--- config.mk ---
export PLATFORM = sky130hd
export DESIGN_NAME = alu_ex_pipe
export DESIGN_NICKNAME = d
export VERILOG_FILES = /design/src/rtl/alu_pkg.sv /design/src/rtl/alu_ex_pipe_fwd_mux.sv /design/src/rtl/alu_ex_pipe.sv
export SDC_FILE = /design/constraint.sdc
export NUM_CORES = 1
export LEC_CHECK = 0
export CORE_MARGIN = 2
export CORE_UTILIZATION = 31
export CTS_CLUSTER_DIAMETER = 30
export CTS_CLUSTER_SIZE = 20
export DETAILED_ROUTE_END_ITERATION = 10
export PLACE_DENSITY_LB_ADDON = 0.05
export SLEW_MARGIN = 20
export SYNTH_ARGS = -nofsm -noshare
export SYNTH_HDL_FRONTEND = slang
export SYNTH_SLANG_ARGS = --single-unit
--- constraint.sdc ---
create_clock -name clk -period 3.9 [get_ports clk]
set_input_delay 0.78 -clock clk [delete_from_list [all_inputs] [get_ports clk]]
set_output_delay 0.78 -clock clk [all_outputs]
set_load 0.005 [all_outputs]
--- src/rtl/alu_pkg.sv ---
// alu_pkg
//   Shared definitions for the 32-bit ALU and the execute-stage pipeline
//   wrapper around it.
//   - ALU control codes carried on aluc.
//   - Default datapath and register-number widths.
//   - Forwarding-source encoding plus the priority helper used by fwd_mux.
package alu_pkg;

    localparam int ALU_DW = 32;  // datapath width, must match the ALU
    localparam int ALU_RW = 5;   // register-number width

    localparam logic [3:0] ALU_ADD = 4'b0000;
    localparam logic [3:0] ALU_SUB = 4'b0100;
    localparam logic [3:0] ALU_AND = 4'b0001;
    localparam logic [3:0] ALU_OR  = 4'b0101;
    localparam logic [3:0] ALU_XOR = 4'b0010;
    localparam logic [3:0] ALU_LUI = 4'b0110;
    localparam logic [3:0] ALU_SLL = 4'b0011;
    localparam logic [3:0] ALU_SRL = 4'b0111;
    localparam logic [3:0] ALU_SRA = 4'b1111;

    // Where an issued operand comes from.
    typedef enum logic [1:0] {
        FWD_NONE = 2'd0,  // register-file value from decode
        FWD_EX   = 2'd1,  // ALU result of the operation now in EX
        FWD_WB   = 2'd2   // result latched in the WB register
    } fwd_sel_e;

    // EX is younger than WB, so an EX hit always wins.
    function automatic fwd_sel_e fwd_pick(input logic ex_hit, input logic wb_hit);
        if (ex_hit) begin
            return FWD_EX;
        end
        if (wb_hit) begin
            return FWD_WB;
        end
        return FWD_NONE;
    endfunction

endpackage

--- src/rtl/alu_ex_pipe_fwd_mux.sv ---
// fwd_mux
//   Three-way forwarding select for one source operand.
//   Ports:
//     en        operand may be forwarded (low for immediates)
//     src       source register number of the operand
//     rf_val    register-file value supplied by decode
//     ex_valid, ex_wreg, ex_rd, ex_val   operation in EX and its live ALU result
//     wb_valid, wb_wreg, wb_rd, wb_val   operation in WB and its latched result
//     val       selected operand value
module fwd_mux
    import alu_pkg::*;
#(
    parameter int DW = ALU_DW,
    parameter int RW = ALU_RW
) (
    input  logic          en,
    input  logic [RW-1:0] src,
    input  logic [DW-1:0] rf_val,
    input  logic          ex_valid,
    input  logic          ex_wreg,
    input  logic [RW-1:0] ex_rd,
    input  logic [DW-1:0] ex_val,
    input  logic          wb_valid,
    input  logic          wb_wreg,
    input  logic [RW-1:0] wb_rd,
    input  logic [DW-1:0] wb_val,
    output logic [DW-1:0] val
);

    logic     ex_hit;
    logic     wb_hit;
    fwd_sel_e sel;

    // Register 0 is hard-wired, so a write to it never produces a match.
    always_comb begin
        ex_hit = en & ex_valid & ex_wreg & (ex_rd != '0) & (ex_rd == src);
        wb_hit = en & wb_valid & wb_wreg & (wb_rd != '0) & (wb_rd == src);
        sel    = fwd_pick(ex_hit, wb_hit);
    end

    always_comb begin
        val = rf_val;
        case (sel)
            FWD_EX:  val = ex_val;
            FWD_WB:  val = wb_val;
            default: val = rf_val;
        endcase
    end

endmodule

--- src/rtl/alu_ex_pipe.sv ---
// alu_ex_pipe
//   Execute-stage pipeline wrapper around the 32-bit ALU. Two registers deep:
//   EX drives the ALU inputs, WB captures the ALU result. Results still in
//   flight in EX or WB are forwarded onto newly issued operands, so dependent
//   operations issue back to back without stalling. Older results have already
//   been written (write-through) into the register file by the time decode
//   reads them.
//
//   Handshakes: a transfer happens on a rising edge where valid and ready are
//   both high. ready never depends on valid. Decode -> EX uses d_valid/d_ready;
//   WB -> write-back uses w_valid/w_ready.
//
//   Ports:
//     clk, clrn                 clock, asynchronous active-low reset
//     d_valid, d_ready          decode handshake
//     d_aluc, d_a, d_b          ALU control and register-file operand values
//     d_rs, d_rt, d_bimm        source registers; d_bimm marks b as immediate
//     d_rd, d_wreg              destination register and its write enable
//     flush                     kill the operation held in EX
//     e_a, e_b, e_aluc          to the ALU (meaningful only while EX is valid)
//     alu_r, alu_z              from the ALU
//     w_valid, w_ready          write-back handshake
//     w_r, w_z, w_rd, w_wreg    latched result, zero flag, destination, enable
module alu_ex_pipe
    import alu_pkg::*;
#(
    parameter int DW = ALU_DW,
    parameter int RW = ALU_RW
) (
    input  logic          clk,
    input  logic          clrn,
    input  logic          d_valid,
    output logic          d_ready,
    input  logic [3:0]    d_aluc,
    input  logic [DW-1:0] d_a,
    input  logic [DW-1:0] d_b,
    input  logic [RW-1:0] d_rs,
    input  logic [RW-1:0] d_rt,
    input  logic          d_bimm,
    input  logic [RW-1:0] d_rd,
    input  logic          d_wreg,
    input  logic          flush,
    output logic [DW-1:0] e_a,
    output logic [DW-1:0] e_b,
    output logic [3:0]    e_aluc,
    input  logic [DW-1:0] alu_r,
    input  logic          alu_z,
    output logic          w_valid,
    input  logic          w_ready,
    output logic [DW-1:0] w_r,
    output logic          w_z,
    output logic [RW-1:0] w_rd,
    output logic          w_wreg
);

    logic          e_valid;
    logic [RW-1:0] e_rd;
    logic          e_wreg;

    logic          w_adv;    // WB is empty or being handed off this cycle
    logic          e_fire;   // EX operation moves into WB this cycle
    logic          accept;   // decode operation loads into EX this cycle
    logic [DW-1:0] fwd_a;
    logic [DW-1:0] fwd_b;

    // d_ready deliberately ignores flush: a flushed EX slot would free up
    // anyway, and keeping flush out avoids a path from flush to decode.
    // A flushed operation must not reach WB, so flush gates e_fire.
    always_comb begin
        w_adv   = ~w_valid | w_ready;
        e_fire  = e_valid & ~flush & w_adv;
        d_ready = ~e_valid | w_adv;
        accept  = d_valid & d_ready;
    end

    fwd_mux #(.DW(DW), .RW(RW)) u_fwd_a (
        .en       (1'b1),
        .src      (d_rs),
        .rf_val   (d_a),
        .ex_valid (e_valid),
        .ex_wreg  (e_wreg),
        .ex_rd    (e_rd),
        .ex_val   (alu_r),
        .wb_valid (w_valid),
        .wb_wreg  (w_wreg),
        .wb_rd    (w_rd),
        .wb_val   (w_r),
        .val      (fwd_a)
    );

    // An immediate in b must pass through untouched even if d_rt happens
    // to name a register that is in flight.
    fwd_mux #(.DW(DW), .RW(RW)) u_fwd_b (
        .en       (~d_bimm),
        .src      (d_rt),
        .rf_val   (d_b),
        .ex_valid (e_valid),
        .ex_wreg  (e_wreg),
        .ex_rd    (e_rd),
        .ex_val   (alu_r),
        .wb_valid (w_valid),
        .wb_wreg  (w_wreg),
        .wb_rd    (w_rd),
        .wb_val   (w_r),
        .val      (fwd_b)
    );

    // EX register. Data fields only change on accept, which keeps the ALU
    // inputs (and so alu_r) stable for the whole of a stall.
    always_ff @(posedge clk or negedge clrn) begin
        if (!clrn) begin
            e_valid <= 1'b0;
            e_a     <= '0;
            e_b     <= '0;
            e_aluc  <= '0;
            e_rd    <= '0;
            e_wreg  <= 1'b0;
        end else begin
            if (accept) begin
                // A same-cycle flush targets the older operation leaving EX;
                // the newly accepted one still loads.
                e_valid <= 1'b1;
                e_a     <= fwd_a;
                e_b     <= fwd_b;
                e_aluc  <= d_aluc;
                e_rd    <= d_rd;
                e_wreg  <= d_wreg;
            end else if (flush || e_fire) begin
                e_valid <= 1'b0;
            end
        end
    end

    // WB register.
    always_ff @(posedge clk or negedge clrn) begin
        if (!clrn) begin
            w_valid <= 1'b0;
            w_r     <= '0;
            w_z     <= 1'b0;
            w_rd    <= '0;
            w_wreg  <= 1'b0;
        end else begin
            if (e_fire) begin
                w_valid <= 1'b1;
                w_r     <= alu_r;
                w_z     <= alu_z;
                w_rd    <= e_rd;
                w_wreg  <= e_wreg;
            end else if (w_ready) begin
                w_valid <= 1'b0;
            end
        end
    end

endmodule

==> summary.txt <==
Status
  – Status: finished, final reports clean

Setup path
  – Worst setup path endpoint: d_ready
  – Worst r2r path cells: 5
  – Reg2reg start: w_rd[0]$_DFFE_PN0P_
  – CP required: roughly 3.1 ns
  – CP most frequent cell: clkdlybuf4s50_1
  – Crit. End Element: output port
  – Startpoint Class: primary input
  – Critical-path top delay cell: clkdlybuf4s50_1
  – Worst setup startpoint: w_ready
  – Worst R2R End: e_a[31]$_DFFE_PN0P_
  – Worst Path Arrival: approximately 2 ns
  – Crit-path max cell delay: roughly 0.54 ns
  – CP Max Fanout: 4
  – R2R setup slack: between 1.5 and 2 ns
  – Setup CP Type: in -> out
  – CP cell instances: clkdlybuf4s50_1 -> nand3b_1 -> clkdlybuf4s50_1

STA
  – Final count of negative-setup-slack endpoints: 0
  – Fin. Hold Viols: 0
  – RSZ-0062 raised after global routing: no
  – Final period util: 0.720
  – Period minus WS final: 2.81 ns
  – Max Fclk: 356 MHz
  – Sum Neg Setup Slack: 0 ns
  – Worst relative slew slack: 0.492
  – Pins Over Slew Limit: 0
  – Worst Skew: around 0.0059 ns
  – Worst Tran Pin Value: 0.762 ns

Die
  – Die span in x: 141 microns
  – Std-Cell Rows: 50
  – Core Area: 18600 sq um
  – Die area: about 20000 sq um
  – I/O Pins: about 230
  – Initial Util: 0.314
  – Die Y-Extent: 141 microns

GRT
  – First-pass GRT wire length: ~31000 microns
  – Grt total ovfl: 0
  – Initial antenna violation count: 0
  – Vias in the first global route: about 5.3k
  – Largest net degree at the start of global routing: 62
  – GRT Util Overall: 0.204

Synthesis
  – Post-synth EDFFs: 0
  – Synthesized cell area: 5840 sq um
  – Mean Syn Cell Area: ~11 sq um
  – Seq/Total Area, Yosys: 0.493
  – Async set-reset flop share out of synthesis: 1.00
  – Main flop type after synthesis: dfrtp_1
  – Post-synthesis register bit count: ~120
  – Synth cell types: 37
  – Post-Syn Nets: about 660
  – Cells after Synth: 532
  – YS warnings: 0

Worst hold path
  – Hold Path Class: in -> async

Power and ir drop
  – PwrDens: 460 nW/um^2
  – Tot Pwr: roughly 4.1 mW
  – VDD IR-drop max: approximately 0.30 mV
  – Lkg Pwr: approximately 3.6 nW

Clock tree
  – TritonCTS clock tree: done
  – Clk_lat worst skew: just over 0.4 ns
  – Clock root buffer: clkbuf_16
  – Max Root-Sink Buffers: 2
  – Setup bufs post-CTS: 0
  – Post-CTS resize count: 0
  – Clock-pin slew on the worst setup and hold paths: 0.05 ns
  – Num CTS Buffers: 17
  – H-tree depth: 4
  – Cts hold-fix bufs: 0
  – Clk sinks: approximately 120

Drt
  – Post-DRT Antenna Nets: 0
  – Vias/cell: 5.09
  – DRT Pass-1 Iters: 5
  – Drt drc: 0
  – Vias: 5068
  – Starting DRT DRC Count: around 180
  – Total Wirelength: 20000 microns
  – DR WL/cell: around 20 microns

Cells and area
  – Share of layout cells above drive strength 1: 0.167
  – Fin nets: about 880
  – Area Overhead vs Synth: 52.8%
  – Fillers: 1705
  – Ant. Diodes: 0

Placed design
  – RePlAce Congestion: ~0.80
  – DPL Wire Length: 13500 microns
  – Port Buffer Count: approximately 230

Run
  – Max-cap viol count: 0
==> how the worst min path moves through the flow <==
stage,slack [ns],cells after the start,endpoint
final,0.44,1,e_b[29]$_DFFE_PN0P_
after global routing,0.49,1,w_r[27]$_DFFE_PN0P_
after CTS,0.46,1,e_b[29]$_DFFE_PN0P_
after detailed placement,0.46,2,e_aluc[2]$_DFFE_PN0P_
after global placement,0.46,2,e_aluc[1]$_DFFE_PN0P_
after floorplan,0.47,2,e_aluc[0]$_DFFE_PN0P_
==> registers in the layout, summed over array words and instances (netlist names) <==
name     cells
e_a         32
e_aluc       4
e_b         32
e_rd         5
e_valid      1
e_wreg       1
w_r         32
w_rd         5
w_valid      1
w_wreg       1
w_z          1
==> cell families (layout without fill, tap and decap cells) <==
group,count (synthesis),in the layout,share of synthesized area
AO/OA/AOI/OAI,166,166,0.199
flip-flops,115,115,0.493
AND/OR/NAND/NOR,115,115,0.104
multiplexers,71,71,0.130
buffers and inverters,45,275,0.0435
XOR/XNOR,20,20,0.0300
==> cell type report <==
| cell class | count | area, sq um | share of cell area |
|---|---|---|---|
| Tap cell | 234 | 293 | 0.0328 |
| Clock inverter | 6 | 80.1 | 0.00898 |
| Timing Repair Buffer | 244 | 2420 | 0.271 |
| Clock buffer | 22 | 484 | 0.0543 |
| Sequential cell | 115 | 2880 | 0.323 |
| Multi-Input combinational cell | 372 | 2750 | 0.309 |
| Inverter | 3 | 11.3 | 0.00126 |
==> stage by stage <==
stage	std cells	area [sq um]	utilization	worst slack, ns	hold WS, ns
floorplan	532	5840	-	1.69	0.470
global route	996	8920	0.480	1.04	0.486
global placement	968	8350	0.450	0.898	0.460
finish	996	8920	0.480	1.09	0.438
CTS	996	8920	0.480	1.09	0.455
detailed placement	968	8350	0.450	0.899	0.463
==> cell usage in the layout, fill, tap and decap left out, drive strengths merged, types with 2 or more instances in the layout <==
master and n:
clkbuf 22, nor4 2, dfrtp 115, nand4 3, a22oi 32, mux2 39, a211oi 32, bufinv 2
clkdlybuf4s50 230, nor3 2, buf 14, clkinv 4, or4 2, o21ai 98, and3 32, inv 3
nor2 2, nand2 66, or3 2, xor2 4, mux2i 32, xnor2 16
==> per-layer routing <==
| layer | global-route usage | part of all wire |
|---|---|---|
| met5 | 0 | 0 |
| met4 | 0.0563 | 0.010 |
| met2 | 0.332 | 0.49 |
| met1 | 0.273 | 0.44 |
| met3 | 0.0493 | 0.062 |
==> report_power, final <==
group          internal (mW)  leakage, nW  switching [mW]
combinational          0.624         1.92           0.395
clock                  0.988        0.283           0.527
sequential              1.39         1.39           0.181
==> synth_stat cells, types with 2 or more instances <==
| cell type | n | area (sq um) |
|---|---|---|
| o21ai_1 | 60 | 300 |
| o21ai_0 | 38 | 190 |
| a211oi_2 | 30 | 375 |
| buf_2 | 5 | 25.0 |
| a211oi_1 | 2 | 15.0 |
| a22oi_1 | 32 | 240 |
| clkbuf_1 | 27 | 101 |
| and3_2 | 2 | 15.0 |
| nand4_1 | 3 | 18.8 |
| buf_6 | 6 | 67.6 |
| xor2_1 | 4 | 35.0 |
| nor2_1 | 2 | 7.51 |
| inv_1 | 3 | 11.3 |
| mux2i_1 | 32 | 320 |
| xnor2_1 | 16 | 140 |
| or4_4 | 2 | 22.5 |
| dfrtp_1 | 115 | 2880 |
| mux2_2 | 39 | 439 |
| nand2_1 | 65 | 244 |
| and3_1 | 30 | 188 |
| buf_8 | 3 | 45.0 |
==> critical path, delay by kind of cell <==
kind / cells / cell delay (ns)
AND/OR/NAND/NOR: 1 / 0.21
buffers and inverters: 2 / 1.03
Power figures use the tool's default switching activity.
==> patch, RTL diff (same flow settings) <==
Set the package constant `ALU_DW` to 16 (it was 32).
--- a/src/rtl/alu_pkg.sv
+++ b/src/rtl/alu_pkg.sv
@@ -7,5 +7,5 @@
 package alu_pkg;
 
-    localparam int ALU_DW = 32;  // datapath width, must match the ALU
+    localparam int ALU_DW = 16;  // datapath width, must match the ALU
     localparam int ALU_RW = 5;   // register-number width
 
Interface: changed (6 resized); port bits go from 232 to 136. The function was not compared with the original's and may differ.
==> patch against the original RTL <==
- sequential cell count down 48
- fmax shrank 2.1%
- first-iteration DRC count is 52% lower
- clock power decreased by 38%
- design area is 40% lower
- power down 39%
- clock skew rose by 0.0062 ns
- area after synthesis fell by 40%
- setup slack got worse by 0.061 ns
- count of clock-buffer cells in the layout shrank 10
- wire length down 47%
- sequential power shrank 41%
- critical endpoint unchanged
- highest routed layer unchanged
==> patch: results (changes against the original RTL) <==
- The flow ran to the end, and the final reports show no timing, DRC or antenna violations.
- The count of clock-net buffers in the final layout was 12 (-45%).
- The clock sink total came to 67 (-42%).
- The clock buffer and inverter area fraction after layout is 0.06475 (+0.001471).
- The layout buffer count excluding clock buffers is 142 (-42%).
- The detailed placer's ending HPWL is 7.255 mm (-46%).
- The detailed route wirelength on metal2 is 4.821 mm (-51%).
- The global placer's final weighted congestion came to 0.8359 (+4.9%).
- The wire length on met1 is 5.003 mm (-43%).
- The global routing met2 resource utilization was 0.2831 (-0.04931).
- The synthesized-area fraction occupied by ao, oa, aoi and oai cells is 0.1718 (-0.02760).
- The cell total after placement came to 573 (-41%).
- The number of fill cells in the layout is 1081 (-37%).
- The met3 usage in global routing is 0.04879 (-0.0004579).
- The routed via count divided by cell count came to 4.866 (-4.4%).
- The fraction of area in multi-input gates is 0.3117 (+0.003204).
- The mux cell area share after synthesis is 0.1521 (+0.02197).
- The internal reg-to-reg setup slack is 1.51 ns (-0.02 ns).
- The footprint of the flip-flops and latches was 0.001677 mm^2 (-42%).
- The worst IR drop on VDD was 203.5 uV (-32%).
- The layout cell share with drive strength beyond 1 came to 0.1626 (-0.004083).
- The data arrival at the endpoint of the critical path came to 2.09 ns (+0.06 ns).
- The largest registers in the layout are e_a x16, e_b x16, w_r x16.
- The total nets after synthesis was 385 (-41%).
- The post-detailed-route wirelength per cell is 18.10 um (-9.8%).
- Ranked by instance count, the synthesized netlist is headed by sky130_fd_sc_hd__dfrtp_1, sky130_fd_sc_hd__nand2_1, sky130_fd_sc_hd__mux2_2, sky130_fd_sc_hd__nor2_1.
- The startpoint identified for the worst register-to-register timing path is e_rd[2].
- The worst clock skew on the final layout is 0.01212 ns (+0.006204 ns).
- The sequential area share after synthesis is 0.4796 (-0.01354).
- The worst hold margin is 0.4713 ns (+0.03368 ns).
- The count of TritonRoute iterations in the first routing pass is 4 (-1).
- The worst slew slack as a fraction of its limit is 0.4116 (-0.08066).
- The global router's overall resource usage is 0.1831 (-0.02114).
- The count of input and output buffers was 135 (-42%).
- The buffering overhead is 0.2637 (-0.007648).
- The unique cell type count in the Yosys netlist is 35 (-5.4%).
- The count of mapped cells out of synthesis came to 310 (-42%).
- The number of global-route vias before repair came to 3021 (-43%).
- The number of DRC markers in iteration 0 is 86 (-52%).
- The total leakage power came to 2.102 nW (-41%).
- The worst slack after detailed placement is 0.7653 ns (-0.1332 ns).
- The length of routed met3 wiring came to 708 um (-43%).
- The count of vias placed by the detailed router came to 2866 (-43%).
- The count of nets after finishing was 519 (-41%).
- The number of cell instances on the worst register-to-register path is 6 (+1).
- The wire length of the first global-routing pass is 16.54 mm (-47%).
- The cell area after placement is 0.004970 mm^2 (-41%).
patch: how the worst max path moves through the flow:
stage            start       to  slack (ns)
3_3_place_gp   d_rs[3]  e_a[14]        0.83
2_1_floorplan  d_rt[1]  e_b[10]        1.57
6_report       w_ready  d_ready        1.03
5_1_grt        w_ready  d_ready        0.90
4_1_cts        w_ready  d_ready        1.02
3_5_place_dp   d_rs[3]   e_a[1]        0.77
patch: where the power goes:
part | internal (mW) | switching [mW] | total [mW]
sequential | 0.812 | 0.120 | 0.932
clock | 0.643 | 0.301 | 0.943
combinational | 0.392 | 0.234 | 0.626
total | 1.85 | 0.655 | 2.50
patch: worst max-delay path, stage by stage:
cell                              delay (ns)
sky130_fd_sc_hd__clkdlybuf4s50_1        0.40
sky130_fd_sc_hd__nor2b_1                0.23
sky130_fd_sc_hd__nand2_1                0.17
sky130_fd_sc_hd__clkdlybuf4s50_1        0.50
